## config.mk

```make
export PLATFORM = sky130hd
export DESIGN_NAME = instruction_fetch_unit
export DESIGN_NICKNAME = d
export VERILOG_FILES = /design/src/rtl/mips_fetch_pkg.sv /design/src/rtl/branch_target_unit.sv /design/src/rtl/instruction_fetch_unit.sv
export SDC_FILE = /design/constraint.sdc
export NUM_CORES = 1
export LEC_CHECK = 0
export ABC_CLOCK_PERIOD_IN_PS = 5800
export CORE_MARGIN = 2
export CORE_UTILIZATION = 62
export CTS_CLUSTER_DIAMETER = 30
export DETAILED_ROUTE_END_ITERATION = 8
export DONT_BUFFER_PORTS = 1
export PLACE_DENSITY = 0.89
export SYNTH_ARGS = -nofsm -noshare
export SYNTH_HDL_FRONTEND = slang
export SYNTH_SLANG_ARGS = --single-unit
```

## constraint.sdc

```tcl
create_clock -name clk -period 5.8 [get_ports clk]
set_input_delay 1.16 -clock clk [delete_from_list [all_inputs] [get_ports clk]]
set_output_delay 1.16 -clock clk [all_outputs]
set_load 0.02 [all_outputs]
```

## src/rtl/mips_fetch_pkg.sv

```systemverilog
// mips_fetch_pkg: shared state encoding and PC constants for the fetch stage
package mips_fetch_pkg;
    typedef enum logic [1:0] {IDLE, BUSY, DISCARD} fetch_state_t;
    localparam logic [31:0] PC_RESET_DEFAULT = 32'h0040_0000;
    localparam logic [31:0] PC_STEP = 32'd4;
endpackage

```

## src/rtl/branch_target_unit.sv

```systemverilog
// branch_target_unit: resolves BEQ/BNE taken flag and word-offset branch target
module branch_target_unit (
    input  logic        branch_eq,
    input  logic        branch_ne,
    input  logic        zero,
    input  logic [31:0] branch_pc4,
    input  logic [31:0] branch_imm,
    output logic        taken,
    output logic [31:0] target
);
    assign taken  = (branch_eq & zero) | (branch_ne & ~zero);
    assign target = branch_pc4 + {branch_imm[29:0], 2'b00};
endmodule

```

## src/rtl/instruction_fetch_unit.sv

```systemverilog
// instruction_fetch_unit: MIPS fetch stage with branch redirect; FETCH_PERF_COUNTERS_EN adds FetchCount/StallCount
module instruction_fetch_unit
    import mips_fetch_pkg::*;
#(
    parameter logic [31:0] PC_RESET = PC_RESET_DEFAULT
) (
    input  logic        clk,
    input  logic        reset,
    input  logic        Stall,
    input  logic        BranchEQ,
    input  logic        BranchNE,
    input  logic        Zero,
    input  logic [31:0] BranchPC4,
    input  logic [31:0] BranchImm,
    input  logic        IMemReady,
    input  logic [31:0] IMemData,
    output logic        IMemReq,
    output logic [31:0] IMemAddr,
    output logic        InstrValid,
    output logic [31:0] Instruction,
    output logic [31:0] PCPlus4
`ifdef FETCH_PERF_COUNTERS_EN
    ,
    output logic [31:0] FetchCount,
    output logic [31:0] StallCount
`endif
);
    fetch_state_t state, state_next;
    logic [31:0] pc, pc_next, addr, addr_next, target;
    logic taken, capture, valid_next;

    branch_target_unit btu (
        .branch_eq(BranchEQ),
        .branch_ne(BranchNE),
        .zero(Zero),
        .branch_pc4(BranchPC4),
        .branch_imm(BranchImm),
        .taken(taken),
        .target(target)
    );

    always_comb begin
        IMemReq    = (state == IDLE) ? (~taken & (~InstrValid | ~Stall)) : 1'b1;
        capture    = IMemReq & IMemReady & ~taken & (state != DISCARD);
        state_next = (state == IDLE) ? ((IMemReq & ~IMemReady) ? BUSY : IDLE) :
                     IMemReady ? IDLE :
                     (state == DISCARD || taken) ? DISCARD : BUSY;
        pc_next    = taken ? target : capture ? pc + PC_STEP : pc;
        // a wrong-path request keeps its address until memory answers
        addr_next  = (state_next == DISCARD) ? addr : pc_next;
        valid_next = ~taken & (capture | (InstrValid & Stall));
    end

    assign IMemAddr = addr;

    always_ff @(posedge clk) begin
        if (reset) begin
            state       <= IDLE;
            pc          <= PC_RESET;
            addr        <= PC_RESET;
            InstrValid  <= 1'b0;
            Instruction <= '0;
            PCPlus4     <= '0;
        end else begin
            state      <= state_next;
            pc         <= pc_next;
            addr       <= addr_next;
            InstrValid <= valid_next;
            if (capture) begin
                Instruction <= IMemData;
                PCPlus4     <= pc + PC_STEP;
            end
        end
    end

`ifdef FETCH_PERF_COUNTERS_EN
    always_ff @(posedge clk) begin
        if (reset) begin
            FetchCount <= '0;
            StallCount <= '0;
        end else begin
            FetchCount <= FetchCount + {31'd0, capture};
            StallCount <= StallCount + {31'd0, InstrValid & Stall};
        end
    end
`endif
endmodule

```

; ---- Word level (Yosys, flattened, before mapping)
; Cells that the tools add are included.
[word_totals]
elab_cells = 37
output_inout_bits = 98
ff_bits = 131
[op_classes]
n_eq_ne = 3
bitwise_logic = 17
mux = 7
reduce_logical = 2
add_sub_neg = 2
[op_table]
columns = cell, n
row1 = $mux W32, 2
row2 = $add A32 B3 Y32 const B, 1
row3 = $add A32 B32 Y32, 1
row4 = $and A1 B1 Y1, 9
row5 = $mux W2, 3
row6 = $not A1 Y1, 5
row7 = $eq A2 B2 Y1 const B, 2
row8 = $or A1 B1 Y1, 3
row9 = $logic_not A2 Y1, 1
row10 = $mux W1, 2
row11 = $ne A2 B2 Y1 const B, 1
row12 = $logic_or A1 B1 Y1, 1

; ---- Depth between registers and ports, before layout
; Gate-level depths: netlist (run 1).
[logic_depth]
word_depth = 11
mapped_depth = 12
depth_no_buf = 11

; ---- Hierarchy
; A second synthesis (run 1) with hierarchy kept.
[unflattened]
cells_unflattened = 938
hier_area_um2 = 7677.4
[modules_own_cells]
columns = mod, area_per_inst_um2, instances, cells_each
row1 = instruction_fetch_unit, 5901.9, 1, 700
row2 = branch_target_unit, 1775.5, 1, 238

; ---- Worst setup path before layout (run 1)
; No wires, ideal clock.
[synth_timing]
kind = input -> output
start = input Zero
end = output IMemReq
t_arrival_ps = 2357
stages = 5
path_slack_ps = 2283
path_cell_list = mux2i_1 clkbuf_1 buf_1 nand2_1 nand2_1
[synth_between]
elab_chain_len = 6
[synth_rtl]
columns = element, line
row1 = "start, declared", instruction_fetch_unit.sv:12  ; input logic Zero,
row2 = $not A1 Y1, branch_target_unit.sv:11  ; assign taken = (branch_eq & zero) | (branch_ne & ~zero);
row3 = $and A1 B1 Y1, branch_target_unit.sv:11
row4 = $or A1 B1 Y1 (*), branch_target_unit.sv:11
row5 = $not A1 Y1 (*), instruction_fetch_unit.sv:43  ; IMemReq = (state == IDLE) ? (~taken & (~InstrValid | ~Stall)) : 1'b1;
row6 = $and A1 B1 Y1 (*), instruction_fetch_unit.sv:43
row7 = $mux W1 (*), instruction_fetch_unit.sv:43
row8 = "end, declared", instruction_fetch_unit.sv:17  ; output logic IMemReq,
; Every way passes the cells marked *; elsewhere a longest branch is shown, timed or not.

; ---- Worst setup path in the final report (run 1)
; Same ends and word-level chain as after synthesis.

==> metrics, run 1 <==
CP dominant cell by count=nand2_1; I/O pin total=201; Die ar.=roughly 13000 um^2; Cell Rows=39; core box area=~11000 um^2; Synth Area in Compound Gates=22.47%; initial antenna violation count=0; Post-Synth Adder-Cell Area=~5.5%; drt wl/cell=about 17 um; Crit Path Class=primary input to output port; DP HPWL=roughly 13000 um; post-synthesis mux area share=0.5730%; post-synthesis instance area=7206 um^2; status=completed; Avg Synthesized Cell Area=between 7 and 8 um^2; Die Span X=between 100 and 150 um; register area=approximately 2600 um^2; Worst Path Arrival=between 2000 and 2500 ps; Net Count, Synth=1044; clock buffer depth=2; Synth Area in XOR/XNOR=slightly above 8%; RSZ-0062 raised after global routing=false; fin nets=between 1000 and 1500; main combinational cell family by area after synthesis=simple AND/OR/NAND/NOR gates; Crit Path Max Fanout=between 40 and 50; slowest stage delay, CP=~460 ps; Cell variety after synth=75; Worst Path Buf+Inv=1; Synth Flop Type=dfxtp_1; first-pass GRT wire length=28480 um; DR iter-0 viols=571; CP max-delay cell=buf_4; Tcrit/Tclk final=approximately 58%; # setup viols final=0; Initial Util=a little under two thirds; First-pass DRT Iterations=5; critical path's top delay family=buffers and inverters; clock tree root driver cell=clkbuf_16; CTS Sinks=~130; EDFF count, synth=0; setup_tns=0 ps; area of the multi-input gates=around 4300 um^2; Leak=roughly 3 nW; n_diodes=0; Final Non-Filler Cells=~1000; number of synthesized register bits=approximately 130; Final Hold Fails=0; pin count of the biggest net entering global routing=between 100 and 150; post-synthesis sequential area ratio=about 36%; Least-Margin Pin Slew=1059 ps; detailed-route wire length=~18000 um; Slew headroom=slightly below 30%; Post-route DRC=0; clock-pin slew on the worst setup and hold paths=~50 ps; H-tree levels=4; MaxCap Viol Count=0; Congestion Overflow GR=0; Power Dens Cells=346.9 nW/um^2; Gate Count Post-Synth=between 900 and 1000; CTS tree=done; RePlAce Congestion=0.8939; fillers=~900; critical-path cell list=mux2i_4 -> buf_4 -> nand2_1 -> nand2_1; worst path required time=4640 ps; GRT Util Overall=roughly 28%; Crit. End Element=output port; FMAX=between 0.2 and 0.3 GHz; Post-CTS Hold Fix Bufs=0; remaining antenna violation count=0; PortBufs=0; vias post-DR=roughly 6400; vias in the first global route=5683; fin crit period=about 3300 ps; Via-to-Cell Ratio=6.142; Chip Height=111.8 um; dpl cells=between 1000 and 1500; Critical Path Start Type=primary input; Clock Skews=about 6.9 ps; ys async rst share=0%; synth-to-layout area growth=9.220%; Resized cells post-CTS=0; max-slew violation count=0; simple-gate share of the synthesized area=a little under a quarter; clk_lat worst skew=roughly 410 ps; Setup Fix Bufs, Post-CTS=0; clock buffer count from CTS=17; YS warnings=0; Worst IR Drop VDD=about 0.28 mV; Total Power=about 2.7 mW; fraction of layout instances using a drive strength above 1=6.958%; worst hold path class=flip-flop to flip-flop
[synth_stat cells, types with 3 or more instances]
cell	instances	area, um^2
inv_1	8	30.03
buf_2	4	20.02
a31oi_1	7	43.79
or3_1	12	75.07
nand3_1	30	150.1
o22a_1	12	105.1
xnor2_1	28	245.2
buf_1	6	22.52
nor2_1	116	435.4
nand2_1	135	506.7
o21ai_0	31	155.2
a21oi_1	87	435.4
a211o_1	5	43.79
a311oi_1	4	35.03
nand4_1	9	56.30
o21ai_1	7	35.03
clkbuf_1	44	165.2
dfxtp_1	131	2623
nor2b_1	4	25.02
a21o_1	14	105.1
o211ai_1	4	30.03
a211oi_1	46	345.3
nor3_1	16	80.08
ha_1	30	375.4
nand3b_1	3	22.52
xor2_1	39	341.6
and2_1	7	43.79
and4_1	3	26.28
o21a_1	5	37.54
mux2i_1	3	30.03
and3_1	7	43.79
o22ai_1	3	18.77
[registers in the layout, indices dropped and copies added, names as in the netlist]
| register | flops |
|---|---|
| Instruction | 32 |
| pc | 32 |
| PCPlus4 | 32 |
| InstrValid | 1 |
| state | 2 |
| IMemAddr | 32 |
[report_power, final]
group / switching, mW / total (mW) / internal, mW
registers: 0.159 / 1.15 / 0.986
logic: 0.255 / 0.430 / 0.176
clock network: 0.374 / 1.15 / 0.781
[metrics by stage]
| stage | hold WS, ps | worst slack [ps] | util (%) | cell area (um^2) |
|---|---|---|---|---|
| floorplan | 432.1 | 2283 | - | 7206 |
| global placement | 434.6 | 2129 | 63.59 | 7229 |
| detailed placement | 440.7 | 2110 | 63.59 | 7229 |
| CTS | 450.3 | 2494 | 69.22 | 7870 |
| global route | 468.0 | 2311 | 69.22 | 7870 |
| finish | 453.7 | 2464 | 69.22 | 7870 |
[worst min-delay path, stage by stage, from the launching register on]
cell     delay (ps)
dfxtp_1         310
nand2_1          50
a21oi_1          50
[cells by family (layout without fill, tap and decap cells)]
| group | count (synthesis) | count (layout) |
|---|---|---|
| flip-flops | 131 | 131 |
| multiplexers | 4 | 4 |
| adder cells (fa/ha/maj) | 31 | 31 |
| AO/OA/AOI/OAI | 246 | 246 |
| buffers and inverters | 66 | 47 |
| XOR/XNOR | 67 | 67 |
| AND/OR/NAND/NOR | 365 | 365 |
[layout make-up]
cell class	count	share of cell area [%]
repair buffers	7	0.6677
clock inverters	10	2.289
clock buffers	21	5.851
inverters	9	0.4293
multi-input cells	713	55.17
well taps	143	2.273
flip-flops and latches	131	33.32
[layer usage]
layer	global-route usage [%]	wire length (um)
met2	44.16	8153
met5	0	0
met1	37.44	7900
met3	7.839	1629
met4	8.724	309
[cells in the final DEF (no fill, tap or decap), types with 7 or more instances in the layout]
cell and n:
nand2_1 135, dfxtp_1 131, nor2_1 115, a21oi_1 87, a211oi_1 46, xor2_1 39
nand3_1 30, o21ai_0 30, ha_1 30, xnor2_1 28, clkbuf_16 17, nor3_1 16
a21o_1 14, or3_1 12, o22a_1 12, nand4_1 9, o21ai_1 8, inv_1 8
and2_1 7, and3_1 7, a31oi_1 7, buf_4 7
[final timing paths]
path | from | endpoint | slack (ps) | depth (start not counted)
hold reg to reg | pc[0] | PCPlus4[0] | 450 | 2
setup / recovery | Zero | IMemReq | 2460 | 4
setup reg to reg | pc[2] | IMemAddr[28] | 2970 | 10
hold / removal | pc[0] | PCPlus4[0] | 450 | 2
No activity file was read; power rests on OpenSTA's default activity.
==> inputs of run 2 (changes only) <==
--- a/config.mk
+++ b/config.mk
@@ -5,7 +5,8 @@
 export SDC_FILE = /design/constraint.sdc
 export NUM_CORES = 1
 export LEC_CHECK = 0
-export ABC_CLOCK_PERIOD_IN_PS = 5800
+export ABC_AREA = 1
+export ABC_CLOCK_PERIOD_IN_PS = 3200
 export CORE_MARGIN = 2
 export CORE_UTILIZATION = 62
 export CTS_CLUSTER_DIAMETER = 30
==> constraint.sdc (replaced) <==
create_clock -name clk -period 3.2 [get_ports clk]
set_input_delay 0.64 -clock clk [delete_from_list [all_inputs] [get_ports clk]]
set_output_delay 0.64 -clock clk [all_outputs]
set_load 0.02 [all_outputs]
==> run 2 against run 1 <==
Net effect:
- first-iteration DRC count grew 30%
- sequential power grew 75%
- largest cell class unchanged
- register-to-register slack lost 2000 ps
==> metrics, run 2 <==
# setup viols final=0 (unchanged); Int Power=3.291 mW (+69%); first-pass GRT wire length=33190 um (+17%); DP HPWL=15550 um (+22%); EDFF count, synth=0 (unchanged); Final Hold Fails=0 (unchanged); vias in the first global route=7070 (+24%); critical-path cell list=nand2_1 -> inv_1 -> o21ai_4 -> nand2_4 -> inv_2 -> buf_12 -> buf_4 -> nand2_1 -> nand3_1 -> nand3_1 -> a21oi_1; most common cell in the netlist=nand2_1; critical path's top delay family=buffers and inverters; vias post-DR=7571 (+19%); Via-to-Cell Ratio=5.612 (-8.6%); Synth Area in Compound Gates=13.28% (-9.2 points); Initial Util=63.71% (+0.33 points); Leak=3.993 nW (+32%); Congestion Overflow GR=0 (unchanged); I/O pin total=201 (unchanged); RePlAce Congestion=1.011 (+13%); status=completed; Switch Pwr=1.529 mW (+94%); combinational share of power=16.3% (+0.5 points); Setup Fix Bufs, Post-CTS=0 (unchanged); simple-gate share of the synthesized area=35.76% (+12 points); Total Power=4.820 mW (+77%); detailed-route wire length=20590 um (+14%); post-synthesis instance area=7652 um^2 (+6.2%); Cell Rows=40 (+2.6%); fin nets=1323 (+31%); Clock Skews=9.743 ps (+2.890 ps); YS warnings=0 (unchanged); RSZ-0062 raised after global routing=false; drt wl/cell=15.26 um (-12%); MaxCap Viol Count=0 (unchanged); CP max-delay cell=dfxtp_1; number of synthesized register bits=131 (unchanged); initial antenna violation count=0 (unchanged); register area=2623 um^2 (unchanged); Chip Height=115.1 um (+2.9%); Post-Synth Adder-Cell Area=5.167% (-0.32 points); Worst IR Drop VDD=0.4258 mV (+55%); Critical Path Start Type=flip-flop; Crit Path Max Fanout=40 (-2.4%); clock buffer depth=2 (unchanged); Power Dens Cells=579.6 nW/um^2 (+67%); most common library cell in the layout ignoring fill and taps=nand2_1; setup_tns=0 ps (unchanged); slowest stage delay, CP=380 ps (-80 ps); top-area cell type share of the netlist area=34.27% (-2.1 points); post-synthesis mux area share=0% (-0.57 points); Least-Margin Pin Slew=634.4 ps (-424.9 ps); CTS tree=done; GRT Util Overall=31.51% (+3.5 points); Resized cells post-CTS=0 (unchanged); Worst Path Buf+Inv=4 (+3); synth-to-layout area growth=8.682%; synth top area cells=dfxtp_1 34%, nand2_1 17%, nor2_1 8.8%, a21oi_1 6.9%, inv_1 6.8%; Crit. End Element=flip-flop; pin count of the biggest net entering global routing=68 (-38%); fin crit period=2218 ps; Die Span X=115.1 um (+2.9%); DR iter-0 viols=743 (+30%); clock buffer count from CTS=17 (unchanged); clock power share=41.9% (-0.4 points); Slew headroom=57.71% (+29 points); cell taking the most area after synthesis=dfxtp_1; core box area=12010 um^2 (+5.6%); n_diodes=0 (unchanged); remaining antenna violation count=0 (unchanged); PortBufs=0 (unchanged); Net Count, Synth=1336 (+28%); Crit Path Class=flip-flop to flip-flop; First-pass DRT Iterations=5 (unchanged); H-tree levels=4 (unchanged); clk_lat worst skew=420 ps (about the same); Tcrit/Tclk final=about 69%; Synth top cells by count=345 x nand2_1, 179 x nor2_1, 138 x inv_1, 131 x dfxtp_1, 105 x a21oi_1; Gate Count Post-Synth=1202 (+32%); highest-count cells in the layout ignoring fill and taps=345 x nand2_1, 179 x nor2_1, 138 x inv_1; Cell variety after synth=41 (-45%); worst hold path class=primary input to flip-flop; worst path required time=3550 ps (-1090 ps); Die ar.=13250 um^2 (+6.0%); area of the multi-input gates=4279 um^2 (-1.4%); Post-route DRC=0 (unchanged); Reg2Reg Setup Slack=980 ps (-1990 ps); fraction of layout instances using a drive strength above 1=6.572% (-0.39 points); post-synthesis sequential area ratio=34.27% (-2.1 points); ys async rst share=0% (unchanged); clock tree root driver cell=clkbuf_16; Worst Path Arrival=2570 ps (+390 ps); Avg Synthesized Cell Area=6.366 um^2 (-20%); Post-CTS Hold Fix Bufs=0 (unchanged); fillers=1045 (+16%); CTS Sinks=131 (unchanged); Synth Flop Type=dfxtp_1; Net Sw Frac=31.72% (+2.9 points); Reg power frac=41.8% (-0.2 points); max-slew violation count=0 (unchanged); FMAX=approximately 0.45 GHz; Synth Area in XOR/XNOR=1.717% (-6.4 points); main combinational cell family by area after synthesis=simple AND/OR/NAND/NOR gates; clock-pin slew on the worst setup and hold paths=60 ps (about the same)
==> run 2: area by class of cell <==
| type | instances | share of cell area, % |
|---|---|---|
| clock inverters | 15 | 2.317 |
| inverters | 144 | 6.499 |
| repair buffers | 8 | 0.8726 |
| flip-flops and latches | 131 | 31.53 |
| clock buffers | 17 | 5.115 |
| multi-input cells | 887 | 51.45 |
| well taps | 147 | 2.212 |
==> run 2: power by group through the flow <==
stage / Combinational (mW) / Clock (mW) / Sequential [mW]
floorplan: 0.622 / 0 / 2.01
global placement: 0.746 / 0 / 2.04
detailed placement: 0.762 / 0 / 2.05
CTS: 0.773 / 2.03 / 2.01
global route: 0.899 / 2.11 / 2.03
finish: 0.784 / 2.02 / 2.01
==> run 2: worst register-to-register path: stages (launching register included) <==
cell and delay [ps]:
dfxtp_1 380, nand2_1 120, inv_1 70, o21ai_4 290, nand2_4 80, inv_2 200
buf_12 250, buf_4 330, nand2_1 110, nand3_1 80, nand3_1 90, a21oi_1 130
==> run 2: worst paths after layout <==
path / from / end / depth (start not counted)
setup / recovery: InstrValid / IMemAddr[2] / 11
hold / removal: reset / state[0] / 1
hold reg to reg: pc[1] / pc[1] / 2
setup reg to reg: InstrValid / IMemAddr[2] / 11
==> run 2: metrics by stage <==
step	worst slack [ps]	cells	hold slack, ps	cell area [um^2]	utilization [%]
after floorplan	991.4	1202	457.4	7652	-
after global placement	720.8	1317	461.5	7699	64.09
after detailed placement	687.8	1317	465.7	7699	64.09
after CTS	992.0	1349	278.5	8317	69.24
after global routing	785.7	1349	276.6	8317	69.24
final	981.8	1349	294.4	8317	69.24
==> run 2: kinds of logic (layout without fill, tap and decap cells) <==
group           count (synthesis)  count (layout)
xor+xnor                       15              15
compound gates                190             190
buf+inv                       184             184
flops                         131             131
fa+ha+maj                      31              31
simple gates                  651             651
==> run 2: per-layer routing <==
metal	GRT usage [%]	vias to the layer above	part of all wire [%]
li1	-	3799	-
met1	38.74	3402	42
met2	54.00	330	47
met3	6.168	40	8.6
met4	13.17	0	2.8
met5	0	-	0
==> inputs of run 3 (changes only) <==
--- a/config.mk
+++ b/config.mk
@@ -5,14 +5,14 @@
 export SDC_FILE = /design/constraint.sdc
 export NUM_CORES = 1
 export LEC_CHECK = 0
-export ABC_AREA = 1
-export ABC_CLOCK_PERIOD_IN_PS = 3200
+export ABC_AREA = 0
+export ABC_CLOCK_PERIOD_IN_PS = 1900
 export CORE_MARGIN = 2
-export CORE_UTILIZATION = 62
+export CORE_UTILIZATION = 58
 export CTS_CLUSTER_DIAMETER = 30
 export DETAILED_ROUTE_END_ITERATION = 8
 export DONT_BUFFER_PORTS = 1
-export PLACE_DENSITY = 0.89
+export PLACE_DENSITY = 0.87
 export SYNTH_ARGS = -nofsm -noshare
 export SYNTH_HDL_FRONTEND = slang
 export SYNTH_SLANG_ARGS = --single-unit
==> constraint.sdc (replaced) <==
create_clock -name clk -period 1.9 [get_ports clk]
set_input_delay 0.38 -clock clk [delete_from_list [all_inputs] [get_ports clk]]
set_output_delay 0.38 -clock clk [all_outputs]
set_load 0.02 [all_outputs]
==> run 3 against run 2 <==
Net effect:
- the flow now finishes with violations (DRC, setup timing)
- register-to-register slack got worse by 1700 ps
- global-route usage rose by 9.3 points
- non-clock buffer count rose by 195
- utilization rose by 19 points
- final area rose by 28%
- clock power rose by 69%
- setup slack got worse by 1700 ps
==> metrics, run 3 (synthesized netlist as in run 1, its figures left out) <==
FMAX=0.3875 GHz (-14%); DP HPWL=15600 um (+0.32%); Crit Path Max Fanout=4 (-90%); highest-count cells in the layout ignoring fill and taps=169 x buf_4, 128 x nand2_1, 123 x dfxtp_1; Crit Path Class=flip-flop to flip-flop; GRT Util Overall=40.83% (+9.3 points); critical path's top delay family=simple AND/OR/NAND/NOR gates; worst hold start=reset; CTS tree=done; Worst Path Arrival=2910 ps (+340 ps); Cell Rows=40 (unchanged); Post-CTS Hold Fix Bufs=0 (unchanged); clk_lat worst skew=440 ps (+20 ps); hold path depth=1 (unchanged); Int Power=6.263 mW (+90%); detailed-route wire length=32990 um (+60%); Tcrit/Tclk final=135.8% (+66 points); vias post-DR=8893 (+17%); slowest stage delay, CP=660 ps (+280 ps); Leak=4.285 nW (+7.3%); RR Startpoint=pc[9]; Reg2Reg Setup Slack=-680 ps (-1660 ps); worst hold path class=primary input to flip-flop; Worst Hold End=IMemAddr[16]; clock power share=36.3% (-5.6 points); max-slew violation count=0 (unchanged); Die ar.=13330 um^2 (+0.63%); drt wl/cell=26.29 um (+72%); # setup viols final=70 (+70); Slew headroom=60.40% (+2.7 points); H-tree levels=4 (unchanged); most common library cell in the layout ignoring fill and taps=buf_4; Critical Path Start Type=flip-flop; MaxCap Viol Count=0 (unchanged); Congestion Overflow GR=0 (unchanged); failing checks=DRC, setup timing; pin count of the biggest net entering global routing=110 (+62%); Worst IR Drop VDD=0.6218 mV (+46%); critical-path cell list=and4_4 -> nand3_1 -> or4_4 -> nor3_4 -> xnor2_1 -> nor2_1 -> a31o_2 -> o211ai_1 -> a21oi_1; fraction of layout instances using a drive strength above 1=39.01% (+32 points); Power Dens Cells=886.6 nW/um^2 (+53%); Crit. End Element=flip-flop; Chip Height=115.5 um (+0.32%); DR iter-0 viols=1559 (+110%); Via-to-Cell Ratio=7.086 (+26%); Worst R2R End=IMemAddr[25]; vias in the first global route=7854 (+11%); combinational share of power=26.6% (+10 points); crit path from=pc[9]; Total Power=9.446 mW (+96%); Reg power frac=37.1% (-4.7 points); clock tree root driver cell=clkbuf_16; core box area=12060 um^2 (+0.42%); Post-route DRC=26 (+26); Clock Skews=19.20 ps (+9.461 ps); path depth of the worst reg2reg path=9 (-2); Final WS setup=-680.5 ps (-1662 ps); Net Sw Frac=33.70% (+2.0 points); CP max-delay cell=or4_4; fillers=503 (-52%); setup_tns=-20270 ps (-20270 ps); initial antenna violation count=0 (unchanged); fin nets=1209 (-8.6%); RSZ-0062 raised after global routing=true; clock-pin slew on the worst setup and hold paths=70 ps (about the same); remaining antenna violation count=0 (unchanged); Final Hold Fails=0 (unchanged); worst path required time=2230 ps (-1320 ps); Least-Margin Pin Slew=591.9 ps (-42.50 ps); RePlAce Congestion=0.8913 (-12%); CTS Sinks=131 (unchanged); Switch Pwr=3.183 mW (+110%); clock buffer count from CTS=17 (unchanged); clock buffer depth=2 (unchanged); Worst Path Buf+Inv=0 (-4); Initial Util=59.74% (-4.0 points); PortBufs=0 (unchanged); First-pass DRT Iterations=9 (+4); synth-to-layout area growth=47.86%; n_diodes=0 (unchanged); fin crit period=2580 ps (+362.3 ps); first-pass GRT wire length=42240 um (+27%); Die Span X=115.5 um (+0.32%); status=finished with violations; I/O pin total=201 (unchanged)
==> run 3: cell count changes in the layout (fill, tap and decap cells not counted), sizes merged, moves of 18 or more <==
| cell | before | now |
|---|---|---|
| o21ai | 66 | 38 |
| xor2 | 12 | 39 |
| nand2 | 352 | 136 |
| buf | 8 | 202 |
| nand3 | 76 | 31 |
| a21oi | 106 | 88 |
| nor2 | 188 | 118 |
| inv | 152 | 9 |
| xnor2 | 3 | 28 |
| a211oi | 0 | 47 |
==> run 3: power by group through the flow <==
stage | Combinational, mW | Sequential (mW) | Clock [mW]
final | 2.51 | 3.51 | 3.42
after global routing | 2.59 | 3.51 | 3.48
after CTS | 2.03 | 3.45 | 3.28
after detailed placement | 1.84 | 3.50 | 0
after global placement | 1.78 | 3.49 | 0
after floorplan | 1.19 | 3.45 | 0
==> run 3: how the worst max path moves through the flow <==
| stage | depth (start not counted) | end | slack (ps) |
|---|---|---|---|
| CTS | 10 | IMemAddr[28] | -350 |
| finish | 9 | IMemAddr[25] | -680 |
| floorplan | 11 | IMemAddr[29] | -600 |
| global route | 9 | IMemAddr[25] | -830 |
| detailed placement | 11 | IMemAddr[28] | -740 |
| global placement | 11 | IMemAddr[28] | -660 |
==> run 3: final cells by class <==
type	instances	area, um^2	area share [%]
clock buffers	28	536.8	5.038
clock inverters	3	65.06	0.6107
inverters	9	33.78	0.3171
multi-input cells	713	5463	51.27
flip-flops and latches	131	2638	24.76
well taps	168	210.2	1.973
repair buffers	203	1708	16.03
==> run 3: timing repair <==
item / in CTS / in global routing
gates resized for setup: 99 / 107
pin swaps: 64 / 75
endpoints found under the setup margin: 53 / 119
setup buffers: 19 / 32
gates cloned: 1 / 2
==> run 3: per-stage QoR <==
stage | instance area, um^2 | hold WS [ps] | worst slack, ps | cells | utilization [%]
after floorplan | 7537 | 432.1 | -597.3 | 910 | -
after global placement | 8785 | 435.9 | -662.8 | 1186 | 72.83
after detailed placement | 8785 | 438.0 | -740.5 | 1186 | 72.83
after CTS | 10010 | 32.55 | -351.6 | 1235 | 83.02
after global routing | 10650 | 15.72 | -826.3 | 1255 | 88.33
final | 10650 | 12.22 | -680.5 | 1255 | 88.33
==> run 3: layer usage <==
metal	GRT usage, %	up-vias	wire length [um]
li1	-	3552	-
met1	47.66	3987	11030
met2	65.58	1001	14100
met5	0	-	0
met3	12.76	353	4835
met4	25.14	0	3022
